$ cat src/rtl/color_arb_pkg.sv
// rtl/color_arb_pkg.sv - shared state encoding and command constants for the color command arbiter
package color_arb_pkg;

    typedef enum logic [1:0] {
        ARB_IDLE     = 2'h0,
        ARB_ISSUE    = 2'h1,
        ARB_COOLDOWN = 2'h2
    } arb_state_t;

    // Command codes also decoded by the Color FSM input stage
    localparam logic [1:0] CMD_HOLD   = 2'h0;
    localparam logic [1:0] CMD_TOGGLE = 2'h1;

endpackage

$ cat src/rtl/rr_pick.sv
// rtl/rr_pick.sv - combinational round-robin picker: first set request at or after ptr, wrapping
module rr_pick #(
    parameter int NUM_REQ = 4,
    parameter int PW      = $clog2(NUM_REQ)
) (
    input  logic [NUM_REQ-1:0] req,
    input  logic [PW-1:0]      ptr,
    output logic               found,
    output logic [PW-1:0]      idx
);

    localparam logic [PW:0] N = (PW+1)'(NUM_REQ);

    logic [PW:0]   w_sum;
    logic [PW-1:0] w_cand;

    // Scan from the farthest offset down so the nearest hit to ptr wins
    always_comb begin
        found  = 1'b0;
        idx    = '0;
        w_sum  = '0;
        w_cand = '0;
        for (int k = NUM_REQ - 1; k >= 0; k--) begin
            w_sum = {1'b0, ptr} + (PW+1)'(k);
            if (w_sum >= N) begin
                w_sum = w_sum - N;
            end
            w_cand = w_sum[PW-1:0];
            if (req[w_cand]) begin
                found = 1'b1;
                idx   = w_cand;
            end
        end
    end

endmodule

$ cat src/rtl/color_cmd_arbiter.sv
// rtl/color_cmd_arbiter.sv - round-robin command arbiter with cooldown; COLOR_ARB_STATS_EN adds grant/stall counters
module color_cmd_arbiter
    import color_arb_pkg::*;
#(
    parameter int NUM_REQ     = 4,
    parameter int CMD_WIDTH   = 2,
    parameter int HOLD_CYCLES = 2
) (
    input  logic                           clk,
    input  logic                           rst,
    input  logic [NUM_REQ-1:0]             req,
    input  logic [NUM_REQ*CMD_WIDTH-1:0]   cmd_in,
    output logic [NUM_REQ-1:0]             ack,
    output logic                           out_valid,
    output logic [CMD_WIDTH-1:0]           out_cmd,
    input  logic                           out_ready,
    output logic                           busy
`ifdef COLOR_ARB_STATS_EN
    ,
    output logic [15:0]                    grant_count,
    output logic [15:0]                    stall_count
`endif
);

    localparam int PW = $clog2(NUM_REQ);
    localparam int CW = (HOLD_CYCLES > 0) ? $clog2(HOLD_CYCLES + 1) : 1;
    localparam logic [PW-1:0] LAST      = PW'(NUM_REQ - 1);
    localparam logic [CW-1:0] HOLD_INIT = CW'(HOLD_CYCLES);

    arb_state_t           r_state;
    logic [PW-1:0]        r_ptr;
    logic [PW-1:0]        r_winner;
    logic [CMD_WIDTH-1:0] r_cmd;
    logic [CW-1:0]        r_cnt;

    logic                 w_found;
    logic [PW-1:0]        w_idx;
    logic [CMD_WIDTH-1:0] w_sel_cmd;

    rr_pick #(
        .NUM_REQ (NUM_REQ),
        .PW      (PW)
    ) u_rr_pick (
        .req   (req),
        .ptr   (r_ptr),
        .found (w_found),
        .idx   (w_idx)
    );

    always_comb begin
        w_sel_cmd = '0;
        for (int i = 0; i < NUM_REQ; i++) begin
            if (w_idx == PW'(i)) begin
                w_sel_cmd = cmd_in[i*CMD_WIDTH +: CMD_WIDTH];
            end
        end
    end

    always_ff @(posedge clk or negedge rst) begin
        if (!rst) begin
            r_state  <= ARB_IDLE;
            r_ptr    <= '0;
            r_winner <= '0;
            r_cmd    <= '0;
            r_cnt    <= '0;
        end else begin
            case (r_state)
                ARB_IDLE: begin
                    if (w_found) begin
                        r_winner <= w_idx;
                        r_cmd    <= w_sel_cmd;
                        r_state  <= ARB_ISSUE;
                    end
                end
                ARB_ISSUE: begin
                    if (out_ready) begin
                        r_ptr <= (r_winner == LAST) ? '0 : r_winner + PW'(1);
                        if (HOLD_CYCLES == 0) begin
                            r_state <= ARB_IDLE;
                        end else begin
                            r_state <= ARB_COOLDOWN;
                            r_cnt   <= HOLD_INIT;
                        end
                    end
                end
                ARB_COOLDOWN: begin
                    r_cnt <= r_cnt - CW'(1);
                    if (r_cnt == CW'(1)) begin
                        r_state <= ARB_IDLE;
                    end
                end
                default: r_state <= ARB_IDLE;
            endcase
        end
    end

    assign out_valid = (r_state == ARB_ISSUE);
    assign busy      = (r_state != ARB_IDLE);
    assign out_cmd   = r_cmd;
    assign ack       = (r_state == ARB_ISSUE && out_ready) ? (NUM_REQ'(1) << r_winner) : '0;

`ifdef COLOR_ARB_STATS_EN
    logic [15:0] r_grant_count;
    logic [15:0] r_stall_count;

    // Grants wrap freely; stalls saturate so a wedged sink stays visible
    always_ff @(posedge clk or negedge rst) begin
        if (!rst) begin
            r_grant_count <= '0;
            r_stall_count <= '0;
        end else if (r_state == ARB_ISSUE) begin
            if (out_ready) begin
                r_grant_count <= r_grant_count + 16'd1;
            end else if (r_stall_count != 16'hFFFF) begin
                r_stall_count <= r_stall_count + 16'd1;
            end
        end
    end

    assign grant_count = r_grant_count;
    assign stall_count = r_stall_count;
`endif

endmodule

$ cat config.mk
export PLATFORM = sky130hd
export DESIGN_NAME = color_cmd_arbiter
export DESIGN_NICKNAME = d
export VERILOG_FILES = /design/src/rtl/color_arb_pkg.sv /design/src/rtl/rr_pick.sv /design/src/rtl/color_cmd_arbiter.sv
export SDC_FILE = /design/constraint.sdc
export NUM_CORES = 1
export LEC_CHECK = 0
export ABC_AREA = 1
export CORE_AREA = 5 5 49 51
export DETAILED_ROUTE_END_ITERATION = 16
export DIE_AREA = 0 0 54 56
export PLACE_DENSITY = 0.75
export SYNTH_ARGS = -nofsm -noshare
export SYNTH_HDL_FRONTEND = slang
export SYNTH_SLANG_ARGS = --single-unit
$ cat constraint.sdc
create_clock -name clk -period 1.8 [get_ports clk]
set_clock_uncertainty 0.15 [all_clocks]
set_input_delay 0.36 -clock clk [delete_from_list [all_inputs] [get_ports clk]]
set_output_delay 0.36 -clock clk [all_outputs]
set_load 0.02 [all_outputs]
==> out/qor.csv <==
metric,value,unit
Post-DP Area,1200,sq um
DR WL/cell,11.9,um
outcome,"finished, violations left",
violated checks,negative setup slack,
fmax,537,MHz
Reg2Reg Setup Slack,-60,ps
Remaining DRCs,0,
total gr overflow,0,
core area,1900,sq um
asr flop ratio synth,1.00,
final net count,195,
Final Critical Period,1860,ps
slew margin rel.,0.693,
multi-input logic area,623,sq um
Power Total,0.00272,W
Syn Inst Count,128,
Clock Latency Late Sink,260,ps
vias in the first global route,904,
vias,946,
fraction of layout cells with a size suffix above 1,0.468,
Sink Count,10,
area grow syn2layout,64.8,%
sequential area share after synthesis,0.295,
Initial DRC Count,7,
"count leader, synth",nand2_1,
power per cell area,1940,nW/um^2
total track usage,0.155,
critical path type,flip-flop to flip-flop,
Via density,4.73,
peak supply drop,1.27,mV
top post-synthesis cells by area,"dfrtp_1 29%, nand2_1 18%, inv_1 10%",
CTS tree,done,
Tightest Pin Transition,459,ps
Pleak,0.766,nW
ys flop type,dfrtp_1,
syn_nets,148,
Final HPWL DP,1650,um
"EDFF count, synth",0,
Setup-failing EPs final,3,
Yosys warnings,0,
Final Max Slew Viols,0,
largest net degree at the start of global routing,11,
Required @ worst endpoint,1850,ps
H-Tree Depth,1,
hold_buf cts,0,
global-route wire length before repair,3660,um
final hold vios,0,
Routed WL,2380,um
io pins,23,
die width,54,um
synth cell count leaders,"41 x nand2_1, 23 x inv_1, 10 x dfrtp_1, 9 x nand3_1, 8 x nor2_1",
Clock transition at path regs,60,ps
GPL Wtd Cong,0.723,
part of the cycle the worst path needs,1.03,
Starting Density,0.447,
fin area,1400,sq um
Post-Syn Area,850,sq um
Hold/Removal Path Class,input port to asynchronous set/reset pin,
Worst setup EP type,flip-flop,
clock tree buffer depth,2,
crit start category,flip-flop,
unrepaired setup endpoints after global routing,true,
router iterations before antenna repair,3,
DRT antenna net count,0,
Rows,16,
initial antenna violation count,0,
Final WS setup,-61.5,ps
root buf cell,clkbuf_4,
library cells used by synthesis,21,
Fill cells,154,
Hold Slack,265,ps
synthesized area per cell,6.64,sq um
top-area cell type share of the netlist area,0.295,
max cap viols,0,
number of port buffers,22,
setup_tns,-125,ps
Register Area,253,sq um
CTS Buf Count,3,
die area,3020,sq um
"area leader, netlist",dfrtp_1,
worst-path fanout max,8,
CP arrival,1910,ps
Yosys reg bits,10,
Die H,56,um
antenna cells,0,
[where the power goes]
group	switching (W)	internal (W)
clock	0.0000736	0.0000771
sequential	0.000115	0.000341
combinational	0.00116	0.000954
total	0.00135	0.00137
[area by class of cell]
cell class,instances,area share
repair buffers,43,0.262
inverters,25,0.0724
flip-flops and latches,10,0.181
multi-input cells,92,0.445
clock buffers,3,0.0161
well taps,27,0.0241
[sequential cells by signal, summed over array words and instances, names as in the netlist]
name,count
out_cmd,2
r_winner,2
r_ptr,2
r_state,2
r_cnt,2
[what timing repair did]
action,CTS,global route
setup endpoints to repair,8,11
gates resized for setup,25,48
pin swaps,4,23
setup buffers,0,6
endpoints found under the hold margin,0,0
[cells by family (layout without fill, tap and decap cells)]
group           after synthesis  after routing  synth area share
buf+inv                      26             71             0.127
compound gates               12             12            0.0869
simple gates                 75             75             0.418
flops                        10             10             0.295
fa+ha+maj                     5              5            0.0736
[path summary, 6_finish.rpt]
| check | startpoint | cells past startpoint | end |
|---|---|---|---|
| hold / removal | rst | 1 | r_cnt[0] |
| max in group asynchronous | rst | 1 | r_ptr[1] |
| hold reg to reg | out_cmd[0] | 2 | out_cmd[0] |
| setup reg to reg | r_ptr[0] | 13 | out_cmd[0] |
| setup / recovery | r_ptr[0] | 13 | out_cmd[0] |
| min in group clk | out_cmd[0] | 2 | out_cmd[0] |
[layout by cell type (no fill, tap or decap), drive strengths merged]
cell / Yosys / layout
nand2: 48 / 48
buf: 1 / 25
inv: 25 / 24
clkdlybuf4s50: 0 / 15
nor2: 12 / 12
dfrtp: 10 / 10
nand3: 9 / 9
o21ai: 6 / 6
ha: 5 / 5
a21oi: 5 / 5
clkbuf: 0 / 5
nand4: 4 / 4
or2: 1 / 1
clkinv: 0 / 1
and3: 1 / 1
o31ai: 1 / 1
dlymetal6s2s: 0 / 1
[worst max-delay path: stages, from the launching register on]
cell and delay [ps]:
dfrtp_2 480, clkinv_4 140, nand2_4 90, nand2_4 60, nand2_4 80, nand2_2 50
inv_2 40, nand2_2 70, a21oi_4 240, buf_6 140, o21ai_2 50, nand3_1 70
nand2_1 60, nand2_1 60
[layer usage]
metal / part of all wire / up-vias / global-route usage
met5: 0 / - / 0
met4: 0.024 / 0 / 0.0534
met3: 0.028 / 8 / 0.0188
met2: 0.55 / 18 / 0.270
met1: 0.40 / 434 / 0.189
li1: - / 486 / -
[stage by stage]
stage	cells	util	worst slack, ps
final	200	0.736	-61.5
after global placement	191	0.634	-384
after CTS	194	0.645	8.86
after floorplan	128	-	-25.9
after detailed placement	191	0.634	-419
after global routing	200	0.736	-188
No activity file was read; power rests on OpenSTA's default activity.
